File: src/rtl/brom_stream_reader.sv
// Streams a contiguous address range out of a registered-read block ROM
// over valid/ready. Optional running checksum port: BROM_STREAM_READER_CHECKSUM_EN.
module brom_stream_reader #(
   parameter int unsigned ADDR_WIDTH = 10,
   parameter int unsigned DATA_WIDTH = 16
) (
   input  logic                  clock,
   input  logic                  reset,
   input  logic                  start,
   input  logic [ADDR_WIDTH-1:0] base_addr,
   input  logic [ADDR_WIDTH:0]   length,
   output logic                  busy,
   output logic                  done,
   output logic [ADDR_WIDTH-1:0] rom_addr,
   input  logic [DATA_WIDTH-1:0] rom_data,
`ifdef BROM_STREAM_READER_CHECKSUM_EN
   output logic [DATA_WIDTH-1:0] checksum,
`endif
   output logic                  m_valid,
   input  logic                  m_ready,
   output logic [DATA_WIDTH-1:0] m_data,
   output logic                  m_last
);

   localparam int unsigned LEN_WIDTH = ADDR_WIDTH + 1;

   typedef enum logic [1:0] {S_IDLE, S_RUN, S_DRAIN, S_DONE} state_t;

   state_t                 state;
   state_t                 next_state;
   logic [LEN_WIDTH-1:0]   issue_rem;
   logic                   inflight;
   logic                   inflight_last;
   logic                   skid_valid;
   logic                   skid_last;
   logic [DATA_WIDTH-1:0]  skid_data;
   logic                   accept_c;
   logic                   issue_c;
   logic                   pop_c;
   logic [1:0]             fill_c;

   always_ff @(posedge clock or negedge reset) begin
      if (!reset) state <= S_IDLE;
      else        state <= next_state;
   end

   // Issue only when the word returning next cycle is guaranteed a buffer slot.
   always_comb begin
      next_state = state;
      accept_c   = 1'b0;
      pop_c      = m_valid & m_ready;
      fill_c     = 2'(m_valid) + 2'(skid_valid) + 2'(inflight);
      issue_c    = (state == S_RUN) && (issue_rem != '0) &&
                   ((fill_c < 2'd2) || ((fill_c == 2'd2) && pop_c));
      case (state)
         S_IDLE: begin
            if (start) begin
               accept_c   = 1'b1;
               next_state = (length == '0) ? S_DONE : S_RUN;
            end
         end
         S_RUN:   if (issue_c && (issue_rem == LEN_WIDTH'(1))) next_state = S_DRAIN;
         S_DRAIN: if (pop_c && m_last) next_state = S_DONE;
         S_DONE:  next_state = S_IDLE;
         default: next_state = S_IDLE;
      endcase
   end

   always_ff @(posedge clock or negedge reset) begin
      if (!reset) begin
         busy          <= 1'b0;
         done          <= 1'b0;
         rom_addr      <= '0;
         issue_rem     <= '0;
         inflight      <= 1'b0;
         inflight_last <= 1'b0;
      end else begin
         busy          <= (next_state == S_RUN) || (next_state == S_DRAIN);
         done          <= (next_state == S_DONE);
         inflight      <= issue_c;
         inflight_last <= issue_c && (issue_rem == LEN_WIDTH'(1));
         if (accept_c && (length != '0)) begin
            rom_addr  <= base_addr;
            issue_rem <= length;
         end else if (issue_c) begin
            rom_addr  <= rom_addr + ADDR_WIDTH'(1);
            issue_rem <= issue_rem - LEN_WIDTH'(1);
         end
      end
   end

   // Two-entry buffer: the output register is the head, skid holds the second word.
   always_ff @(posedge clock or negedge reset) begin
      if (!reset) begin
         m_valid    <= 1'b0;
         m_data     <= '0;
         m_last     <= 1'b0;
         skid_valid <= 1'b0;
         skid_data  <= '0;
         skid_last  <= 1'b0;
      end else if (pop_c) begin
         if (skid_valid) begin
            m_data <= skid_data;
            m_last <= skid_last;
            if (inflight) begin
               skid_data <= rom_data;
               skid_last <= inflight_last;
            end else begin
               skid_valid <= 1'b0;
            end
         end else if (inflight) begin
            m_data <= rom_data;
            m_last <= inflight_last;
         end else begin
            m_valid <= 1'b0;
         end
      end else if (inflight) begin
         if (!m_valid) begin
            m_valid <= 1'b1;
            m_data  <= rom_data;
            m_last  <= inflight_last;
         end else begin
            skid_valid <= 1'b1;
            skid_data  <= rom_data;
            skid_last  <= inflight_last;
         end
      end
   end

`ifdef BROM_STREAM_READER_CHECKSUM_EN
   always_ff @(posedge clock or negedge reset) begin
      if (!reset)        checksum <= '0;
      else if (accept_c) checksum <= '0;
      else if (pop_c)    checksum <= checksum + m_data;
   end
`endif

endmodule

File: config.mk
export PLATFORM = sky130hd
export DESIGN_NAME = brom_stream_reader
export DESIGN_NICKNAME = d
export VERILOG_FILES = /design/src/rtl/brom_stream_reader.sv
export SDC_FILE = /design/constraint.sdc
export NUM_CORES = 1
export LEC_CHECK = 0
export CAP_MARGIN = 40
export CORE_ASPECT_RATIO = 2
export CORE_MARGIN = 3
export CORE_UTILIZATION = 50
export CTS_CLUSTER_DIAMETER = 80
export CTS_CLUSTER_SIZE = 24
export DETAILED_ROUTE_END_ITERATION = 6
export DONT_BUFFER_PORTS = 1
export GPL_ROUTABILITY_DRIVEN = 0
export GPL_TIMING_DRIVEN = 0
export HOLD_SLACK_MARGIN = 0.1
export MAX_ROUTING_LAYER = met4
export PLACE_DENSITY = 0.73
export SLEW_MARGIN = 20
export SYNTH_ARGS = -nofsm -noshare
export SYNTH_HDL_FRONTEND = slang
export SYNTH_SLANG_ARGS = --single-unit
File: constraint.sdc
create_clock -name clock -period 3.1 [get_ports clock]
set_clock_uncertainty 0.05 [all_clocks]
set_input_delay 0.62 -clock clock [delete_from_list [all_inputs] [get_ports clock]]
set_output_delay 0.62 -clock clock [all_outputs]
set_load 0.01 [all_outputs]
# Word-level counts from Yosys, hierarchy flattened
# Cells that the tools add are included.
totals:
  word_cells: 90
  input_bits: 41
  reg_bits: 63
classes:
  n_reduce_logical: 20
  n_eq_ne: 13
  bitwise_logic: 1
  n_addsub: 4
  n_lt_le_gt_ge: 1
  muxes: 38
op_table:
  columns: ["op", "n"]
  rows:
  - ["two-way mux 16 bit", 9]
  - ["two-way mux 11 bit", 2]
  - ["nonzero test 11 bit", 2]
  - ["two-way mux 1 bit", 20]
  - ["two-way mux 10 bit", 2]
  - ["== test 11 x 1 -> 1 bit (second input constant)", 1]
  - ["logical NOT 11 bit", 1]
  - ["subtractor 11 x 1 -> 11 bit (second input constant)", 1]
  - ["adder 10 x 1 -> 10 bit (second input constant)", 1]
  - ["== test 2 bit (second input constant)", 5]
  - ["two-way mux 2 bit", 4]
  - ["inequality test 2 bit (second input constant)", 4]
  - ["one-hot mux 2 bit (4 select lines)", 1]
  - ["nonzero test 2 bit", 4]
  - ["logical AND 1 bit", 6]
  - ["AND reduction 3 bit", 2]
  - ["== test 2 x 1 -> 1 bit (second input constant)", 2]
  - ["AND reduction 4 bit", 1]
  - ["adder 1 x 1 -> 2 bit", 1]
  - ["adder 2 x 1 -> 2 bit", 1]
  - ["logical NOT 2 bit", 1]
  - ["logical OR 1 bit", 2]
  - ["< comparator 2 bit (second input constant)", 1]
  - ["inequality test 2 x 1 -> 1 bit (second input constant)", 1]
  - ["other kinds (2)", 2]

# Longest topological paths before layout
# Gate-level depths: netlist (run 1).
depth:
  depth_word: 11
  mapped_depth: 9
  depth_no_buf: 8

# Least setup slack after synthesis (run 1)
# No wires, ideal clock.
synth_path:
  path_kind: "reg2reg"
  startpoint: "register m_valid"
  endpoint: "register busy"
  arrival_time_ps: 2258
  path_stages_with_launch: 10
  setup_slack_ps: 666
  path_buffers: 1
  t_required_ps: 2924
  path_cell_list: "dfrtp_1 -> inv_1 -> fa_1 -> a31oi_1 -> nor3b_2 -> buf_2 -> and3_1 -> nor2_1 -> a21o_1 -> ha_1"
synth_between:
  elab_chain_len: 11
  word_cells_on_any_way: 16
  cone_classes: "2 x add/sub; 1 x order compare; 3 x eq/ne; 3 x mux; 1 x bitwise; 6 x reduce/logical"
synth_rtl:
  columns: ["item", "line_no", "text"]
  rows:
  - ["start: declaration", "19", "output logic m_valid,"]
  - ["start signal: assignment", "95", "m_valid <= 1'b0;"]
  - ["start signal: assignment", "115", "m_valid <= 1'b0;"]
  - ["start signal: assignment", "119", "m_valid <= 1'b1;"]
  - ["adder 1 x 1 -> 2 bit", "52", "fill_c = 2'(m_valid) + 2'(skid_valid) + 2'(inflight);"]
  - ["adder 2 x 1 -> 2 bit", "52", null]
  - ["== test 2 bit", "54", "((fill_c < 2'd2) || ((fill_c == 2'd2) && pop_c));"]
  - ["logical AND 1 bit", "54", null]
  - ["logical OR 1 bit", "54", null]
  - ["logical AND 1 bit", "53", "issue_c = (state == S_RUN) && (issue_rem != '0) &&"]
  - ["logical AND 1 bit", "62", "S_RUN: if (issue_c && (issue_rem == LEN_WIDTH'(1))) next_state = S_DRAIN;"]
  - ["two-way mux 2 bit", "62", null]
  - ["one-hot mux 2 bit (4 select lines) (*)", "55", "case (state)"]
  - ["net next_state[0]", "30", "state_t next_state;"]
  - ["== test 2 x 1 -> 1 bit / == test 2 bit (equally long branches)", "78", "busy <= (next_state == S_RUN) || (next_state == S_DRAIN);"]
  - ["logical OR 1 bit (*)", "78", null]
  - ["end signal: assignment", "78", null]
  - ["end: declaration", "12", "output logic busy,"]
# The timed path passes the listed nets; every way through them passes the cells marked *.
# A chain may end at the register's enable or synchronous reset.

# Final worst setup path (run 1)
# Same ends and word-level chain as after synthesis.

==> results_dict.tcl, run 1 <==
set metrics [dict create \
    vias 2260 \
    peakVddDrop_v 0.000557 \
    critical_path_peak_fanout 10 \
    ys_seq_area_share_pct 51.9 \
    crit_arrival_ns 2.90 \
    dieArea_um2 7110 \
    final_common_cell "dfrtp_1" \
    relSlewSlack_pct 66.2 \
    wl_met3_um 408 \
    power.share.clock_pct 22.4 \
    grt_first_pass_wirelength_um 10700 \
    worstMarginPinSlew_ns 0.508 \
    start_kind "flip-flop" \
    required_ns 3.25 \
    clk_latency_ns 0.32 \
    firstDrtPassIters 4 \
    root_buffer "clkbuf_16" \
    cts_tree "built" \
    die_h_um 116 \
    fin_tns_setup_ns 0 \
    finalInstanceArea_um2 3420 \
    outcome "completed" \
    drcViolationCount 0 \
    wl_met1_um 2460 \
    hp-class "in -> async" \
    end_kind "flip-flop" \
    power.switching_mw 1.62 \
    dp.cells 354 \
    finalMaxSlewViolations 0 \
    syn-cell-area_um2 3040 \
    min_period_ns 2.75 \
    min_period_over_period_pct 88.7 \
    drv_cap 0 \
    cts.sinks 63 \
    overflow 0 \
    diodes 0 \
    antenna_left 0 \
    core_area_um2 5810 \
    routedWlPerCell_um 18.2 \
    final_nets 351 \
    instances_no_fill 371 \
    place_hpwl_um 4990 \
    numCtsBuffers 9 \
    rsz0062_at_grt "no" \
    grt_pass1_vias 2345 \
    rows 39 \
    antenna_found_initial 0 \
    wl_met2_um 3740 \
    syn-instance-count 293 \
    switching_share_pct 40.4 \
    io_pins 71 \
    routed_wl_um 6750 \
    path_clk_slew_ns 0.06 \
    placed_cell_area_um2 3120 \
    cts_setup_buffers 0 \
    rrSetupSlack_ns 0.35 \
    pwr-share-comb_pct 38.9 \
    cellLeakagePower_nw 1.63 \
    post-route-util_pct 58.9 \
    vias_per_cell 6.09 \
    top_layer "met4" \
    synth_area_per_cell_um2 10.4 \
    syn_nets 339 \
    power.internal_mw 2.40 \
    max_freq_mhz 364 \
    htreeDepth 3 \
    critPathKind "reg -> reg" \
    synth_cell_type_count 46 \
    power_frac_seq_pct 38.7 \
    p_per_area_nw_per_um2 1180 \
    ys_warn_count 0 \
    ys_ff_latch 63 \
    syn2layout_area_growth_pct 12.5 \
    clk_path_buf_depth 2 \
    drt_iter0_drc 146 \
    grt_max_degree 64 \
    fillerInstances 477 \
    die_w_um 61.1 \
    drive_above_1_share_pct 17.1 \
    final_cell_mix "63 x dfrtp_1, 33 x nand2_1, 19 x o21ai_0, 18 x nor2_1, 18 x mux2i_1" \
    track_usage_pct 20.8 \
    hold_viol 0 \
    setup_viol 0 \
    port_buffers 0 \
    initial_core_util_pct 52.4 \
]
-- power groups by stage --
stage | Combinational, mW | Clock [mW] | Sequential (mW)
after global routing | 1.76 | 0.959 | 1.62
after CTS | 1.58 | 0.919 | 1.56
final | 1.56 | 0.901 | 1.56
after global placement | 1.51 | 0 | 1.55
after detailed placement | 1.55 | 0 | 1.58
after floorplan | 1.23 | 0 | 1.49
-- Yosys cell counts (all sizes together) --
cell	n	area, um2
nor2	19	73.8
o2bb2ai	1	8.76
nor4	4	40.0
nor3b	2	20.0
nand2b	1	6.26
a22o	1	8.76
a221oi	2	23.8
o32ai	2	17.5
a221o	4	40.0
dfrtp	63	1580
inv	15	56.3
clkbuf	3	11.3
nand3	7	35.0
fa	1	20.0
mux2	17	191
a31oi	2	12.5
a21o	2	15.0
or2	3	18.8
ha	4	50.1
o21bai	2	15.0
xor2	2	17.5
or4	1	7.51
a21oi	13	65.1
nand2	35	136
o21ai	29	145
and3	4	25.0
or3	2	12.5
a211o	1	8.76
o211ai	1	7.51
a311oi	1	8.76
nor3	8	40.0
o22ai	5	31.3
o31ai	2	15.0
and2	1	6.26
mux2i	18	180
buf	11	61.3
nand4	4	31.3
-- sequential cells by signal, indices dropped and copies added, names as in the netlist, 2 cells and up --
signal and cells:
m_data 16, issue_rem 11, skid_data 16, rom_addr 10, state 2
-- layer usage --
| layer | vias to the layer above | global-route usage (%) |
|---|---|---|
| li1 | 1070 | - |
| met4 | 0 | 10.7 |
| met3 | 10 | 4.87 |
| met2 | 92 | 35.3 |
| met1 | 1088 | 21.5 |
| met5 | - | - |
-- through the flow --
stage	power [mW]	hold slack [ns]	worst slack, ns
2_1_floorplan	2.72	0.274	0.666
3_3_place_gp	3.06	0.276	0.371
3_5_place_dp	3.13	0.276	0.364
4_1_cts	4.06	0.135	0.323
5_1_grt	4.33	0.143	0.148
6_report	4.02	0.134	0.351
-- cells by family after synthesis --
group / count (synthesis) / share of synthesized area, %
buffers and inverters: 29 / 4.24
multiplexers: 35 / 12.2
flip-flops: 63 / 51.9
AND/OR/NAND/NOR: 91 / 14.9
XOR/XNOR: 2 / 0.576
adder cells (fa/ha/maj): 5 / 2.30
AO/OA/AOI/OAI: 68 / 13.9
-- final timing paths --
path | start | endpoint | cells after the start
max in group asynchronous | reset | m_data[9]$_DFFE_PN0P_ | 1
min | reset | rom_addr[7]$_DFFE_PN0P_ | 1
min reg2reg | skid_data[4]$_DFFE_PN0P_ | skid_data[4]$_DFFE_PN0P_ | 1
max reg2reg | m_valid$_DFFE_PN0P_ | busy$_DFF_PN0_ | 9
min in group clock | base_addr[7] | rom_addr[7]$_DFFE_PN0P_ | 2
max | m_valid$_DFFE_PN0P_ | busy$_DFF_PN0_ | 9
-- worst max-delay path: stages, from the launching register on --
cell and delay (ns):
dfrtp_1 0.47, inv_1 0.14, fa_1 0.55, a31oi_1 0.10, nor3b_2 0.26, buf_2 0.28
and3_1 0.25, nor2_1 0.06, a21o_1 0.19, ha_1 0.28
-- area by class of cell --
cell class                 count  area (um2)  area share, %
sequential                    63        1580           46.1
multi-input combinational    201        1340           39.0
clock buffer                  10         239           6.99
tap                           61        76.3           2.23
buffer                        14        72.6           2.12
inverter                      15        56.3           1.65
clock inverter                 6        36.3           1.06
timing repair buffer           1        27.5          0.805
-- timing repair --
item,CTS,global route
gates resized for setup,0,0
hold endpoints to repair,63,0
hold buffers,1,0
No activity file was read; power rests on OpenSTA's default activity.
==> run 2, diff against run 1 <==
GPL_TIMING_DRIVEN = not set   (was 0)
REMOVE_ABC_BUFFERS = 1   (was not set)
==> run 2 against run 1 <==
Final cell count shrank 3.0%. Sequential share of layout area is essentially flat. Sequential cell count is the same. Clock-buffer cell count grew 1. Critical path type unchanged. Critical endpoint is now rom_addr[4]$_DFFE_PN0P_. Largest power group unchanged.
==> results_dict.tcl, run 2 (synthesized netlist as in run 1, its figures left out) <==
set metrics [dict create \
    outcome "completed" \
    path_cells "inv_1, fa_1, a31oi_1, nor3b_2, buf_4, nand2_2, buf_4, o32ai_1, a21oi_1" \
    path_delay_family "buffers and inverters" \
    drv_cap 0 \
    power.total_mw 4.13 \
    final_cell_mix "63 x dfrtp_1, 33 x nand2_1, 19 x o21ai_0, 18 x nor2_1, 18 x mux2i_1" \
    core_area_um2 5810 \
    overflow 0 \
    antenna_found_initial 0 \
    start_kind "flip-flop" \
    ff2ff_path_depth 9 \
    syn2layout_area_growth_pct 12.4 \
    reg_top3 "m_data x16, skid_data x16, issue_rem x11" \
    end_kind "flip-flop" \
    clk_latency_ns 0.32 \
    top_layer "met4" \
    worstMarginPinSlew_ns 0.849 \
    cts_setup_buffers 0 \
    slowest_delay_ns 0.56 \
    wl_met1_um 2330 \
    relSlewSlack_pct 43.2 \
    routedWlPerCell_um 18.4 \
    cts.sinks 63 \
    fin_tns_setup_ns 0 \
    p_per_area_nw_per_um2 1210 \
    path_clk_slew_ns 0.05 \
    fillerInstances 465 \
    die_h_um 116 \
    cellLeakagePower_nw 1.63 \
    wl_met3_um 518 \
    root_buffer "clkbuf_16" \
    hp-class "in -> async" \
    routed_wl_um 6610 \
    die_w_um 61.1 \
    drcViolationCount 0 \
    critPathKind "reg -> reg" \
    required_ns 3.25 \
    min_period_over_period_pct 83.3 \
    crit_path_frequent_cell "buf_4" \
    setup_viol 0 \
    crit_buf_inv 3 \
    final_nets 341 \
    antenna_left 0 \
    max_freq_mhz 387 \
    cts_resized 0 \
    finalMaxSlewViolations 0 \
    cts_tree "built" \
    dieArea_um2 7110 \
    diodes 0 \
    grt_pass1_vias 2346 \
    track_usage_pct 20.7 \
    htreeDepth 3 \
    wl_met2_um 3560 \
    cts_hold_buf 1 \
    numCtsBuffers 9 \
    min_period_ns 2.58 \
    cpMaxStageDelayCell "fa_1" \
    final_common_cell "dfrtp_1" \
    peakVddDrop_v 0.00110 \
    drt_iter0_drc 122 \
    grt_first_pass_wirelength_um 10600 \
    drive_above_1_share_pct 15.1 \
    io_pins 71 \
    firstDrtPassIters 4 \
    critical_path_peak_fanout 15 \
    cp_num_cells 9 \
    vias 2233 \
    place_hpwl_um 4800 \
    rows 39 \
    crit_arrival_ns 2.73 \
    port_buffers 0 \
    rrSetupSlack_ns 0.52 \
    grt_max_degree 64 \
    initial_core_util_pct 52.4 \
    vias_per_cell 6.20 \
    hold_viol 0 \
    rsz0062_at_grt "no" \
    clk_path_buf_depth 2 \
]
==> run 2: worst reg2reg max path: cells and delay by family, from the launching register on <==
| kind | cells | cell delay (ns) |
|---|---|---|
| AOI/OAI and AO/OA | 3 | 0.45 |
| and+or+nand+nor | 2 | 0.36 |
| buffers and inverters | 3 | 0.58 |
| adders and majority gates | 1 | 0.56 |
| DFF | 1 | 0.47 |
==> run 2: path summary, 6_finish.rpt <==
kind	from	to
max reg2reg	m_valid$_DFFE_PN0P_	rom_addr[4]$_DFFE_PN0P_
max	m_valid$_DFFE_PN0P_	rom_addr[4]$_DFFE_PN0P_
max in group asynchronous	reset	issue_rem[7]$_DFFE_PN0P_
min	reset	m_data[4]$_DFFE_PN0P_
min in group clock	base_addr[7]	rom_addr[7]$_DFFE_PN0P_
min reg2reg	inflight_last$_DFF_PN0_	skid_last$_DFFE_PN0P_
==> run 2: report_power, final <==
group | switching [mW] | leakage, nW | internal [mW]
clock network | 0.333 | 0.155 | 0.717
registers | 0.372 | 0.746 | 1.19
logic | 0.876 | 0.724 | 0.635
total | 1.58 | 1.63 | 2.54
==> run 2: metrics by stage <==
| stage | instances | hold slack (ns) | util [%] | setup slack, ns | instance area, um2 |
|---|---|---|---|---|---|
| after floorplan | 279 | 0.274 | - | 0.488 | 2970 |
| after detailed placement | 343 | 0.276 | 52.9 | 0.503 | 3070 |
| final | 360 | 0.102 | 58.9 | 0.518 | 3420 |
| after CTS | 359 | 0.123 | 58.8 | 0.494 | 3410 |
| after global placement | 343 | 0.276 | 52.9 | 0.586 | 3070 |
| after global routing | 360 | 0.126 | 58.9 | 0.296 | 3420 |
==> run 2: metal layers <==
layer  vias up  global-route usage, %
li1       1048                      -
met1      1066                   20.2
met2       105                   35.0
met3        14                   6.08
met4         0                   11.6
met5         -                      -
==> run 2: layout make-up <==
cell class	instances	area [um2]	area share, %
Timing Repair Buffer	5	55.1	1.61
Inverter	15	56.3	1.65
Clock inverter	4	70.1	2.05
Multi-Input combinational cell	201	1340	39.2
Sequential cell	63	1580	46.1
Tap cell	61	76.3	2.23
Clock buffer	11	243	7.10
==> run 3, diff against run 2 <==
clock period = 2.42 ns   (was 3.1 ns; I/O delays follow)
==> run 3 against run 2 <==
Setup slack worse by 0.37 ns. Utilization increased by 1.7 points. Sequential cell count did not move. Via count up 1.7%. Combinational power increased by 45%. Clock power is 28% higher. Register-to-register slack got worse by 0.37 ns. Critical path depth decreased by 1. Sequential power increased by 28%. Fmax increased by 13%. Final cell count up 2.2%. Final area up 2.9%.
==> results_dict.tcl, run 3 (synthesized netlist as in run 1, its figures left out) <==
set metrics [dict create \
    rrSetupSlack_ns 0.14 \
    fin_tns_setup_ns 0 \
    cts_tree "built" \
    diodes 0 \
    pwr-share-comb_pct 39.7 \
    syn2layout_area_growth_pct 15.7 \
    final_cell_mix "63 x dfrtp_1, 33 x nand2_1, 19 x o21ai_0, 18 x nor2_1, 18 x mux2i_1" \
    finalInstanceArea_um2 3520 \
    die_w_um 61.1 \
    max_freq_mhz 439 \
    core_area_um2 5810 \
    setup_viol 0 \
    path_clk_slew_ns 0.05 \
    grt_pass1_vias 2400 \
    reg_top3 "m_data x16, skid_data x16, issue_rem x11" \
    required_ns 2.57 \
    switching_share_pct 37.4 \
    power_frac_seq_pct 36.1 \
    drv_cap 0 \
    preCtsSetupSlack_ns 0.0846 \
    vias_per_cell 6.17 \
    power.switching_mw 2.07 \
    worstReg2RegStart "m_valid$_DFFE_PN0P_" \
    placed_cell_area_um2 3120 \
    layout_setup_ws_ns 0.144 \
    cp_num_cells 8 \
    critPathKind "reg -> reg" \
    track_usage_pct 21.6 \
    clk_path_buf_depth 2 \
    worstMarginPinSlew_ns 0.557 \
    grt_max_degree 64 \
    io_pins 71 \
    met3_usage_pct 7.30 \
    cpMaxStageDelayCell "fa_1" \
    drcViolationCount 0 \
    crit-reg2reg-capture "busy$_DFF_PN0_" \
    min_period_over_period_pct 94.0 \
    finalMaxSlewViolations 0 \
    die_h_um 116 \
    met1_usage_pct 20.8 \
    drt_iter0_drc 156 \
    firstDrtPassIters 4 \
    gr-max-usage-layer "met2" \
    clk_latency_ns 0.32 \
    path_cells "inv_2, fa_1, a31oi_1, nor3b_2, and3_1, nor2_1, a21o_1, ha_1" \
    antenna_found_initial 0 \
    use_met2_pct 36.9 \
    antenna_left 0 \
    final_common_cell "dfrtp_1" \
    crit_buf_inv 1 \
    routedWlPerCell_um 18.5 \
    overflow 0 \
    vias 2270 \
    drive_above_1_share_pct 17.6 \
    relSlewSlack_pct 62.7 \
    routed_wl_um 6830 \
    power.internal_mw 3.46 \
    p_per_area_nw_per_um2 1570 \
    cts.sinks 63 \
    ff2ff_path_depth 8 \
    power.share.clock_pct 24.2 \
    root_buffer "clkbuf_16" \
    rows 39 \
    htreeDepth 3 \
    final_nets 349 \
    hold_viol 0 \
    min_period_ns 2.28 \
    cp-endpoint "busy$_DFF_PN0_" \
    place_hpwl_um 4760 \
    cellLeakagePower_nw 1.67 \
    hp-class "in -> reg" \
    end_kind "flip-flop" \
    numCtsBuffers 9 \
    outcome "completed" \
    initial_core_util_pct 52.4 \
    port_buffers 0 \
    slowest_delay_ns 0.53 \
    peakVddDrop_v 0.00133 \
    path_delay_family "adder cells" \
    grt_first_pass_wirelength_um 11000 \
    critical_path_peak_fanout 4 \
    dieArea_um2 7110 \
    crit_arrival_ns 2.43 \
    crit_start "m_valid$_DFFE_PN0P_" \
    start_kind "flip-flop" \
    power.total_mw 5.53 \
]
-- run 3: cell count changes in the layout (fill, tap and decap cells not counted), sizes merged --
| cell | delta |
|---|---|
| buf | +7 |
| dlygate4sd3 | +1 |
-- run 3: worst min-delay path by stage --
stage	start	end	slack [ns]	cells past startpoint
3_5_place_dp	reset	m_data[4]$_DFFE_PN0P_	0.14	0
3_3_place_gp	reset	m_data[4]$_DFFE_PN0P_	0.14	0
5_1_grt	rom_data[12]	skid_data[12]$_DFFE_PN0P_	0.24	1
4_1_cts	base_addr[7]	rom_addr[7]$_DFFE_PN0P_	0.22	2
6_report	base_addr[7]	rom_addr[7]$_DFFE_PN0P_	0.23	2
2_1_floorplan	reset	busy$_DFF_PN0_	0.14	0
-- run 3: power groups by stage --
stage	Sequential [mW]	Clock, mW	Combinational [mW]
6_report	1.99	1.34	2.19
5_1_grt	2.07	1.42	2.46
4_1_cts	1.99	1.38	2.05
3_5_place_dp	2.00	0	2.02
3_3_place_gp	1.98	0	1.96
2_1_floorplan	1.91	0	1.45
-- run 3: final cells by class --
class | count | area (um2)
repair buffers | 13 | 136
clock buffers | 11 | 243
clock inverters | 4 | 70.1
flip-flops and latches | 63 | 1580
fillers | 490 | 2290
inverters | 15 | 56.3
multi-input cells | 201 | 1360
well taps | 61 | 76.3
-- run 3: what timing repair did --
item / 4_1_cts / 5_1_grt
hold buffers: 2 / 0
hold endpoints to repair: 63 / 0
gates resized for setup: 0 / 4
endpoints found under the setup margin: 0 / 3
buffers inserted: 0 / 3
-- run 3: stage by stage --
step	hold slack (ns)	utilization (%)	cells
finish	0.235	60.6	368
global route	0.241	60.6	368
CTS	0.224	59.7	364
detailed placement	0.140	53.7	347
global placement	0.140	53.7	347
floorplan	0.138	-	279
-- run 3: metal layers --
metal | part of all wire, % | vias up
li1 | - | 1062
met1 | 36 | 1108
met2 | 56 | 89
met3 | 6.6 | 11
met4 | 1.4 | 0
met5 | 0 | -
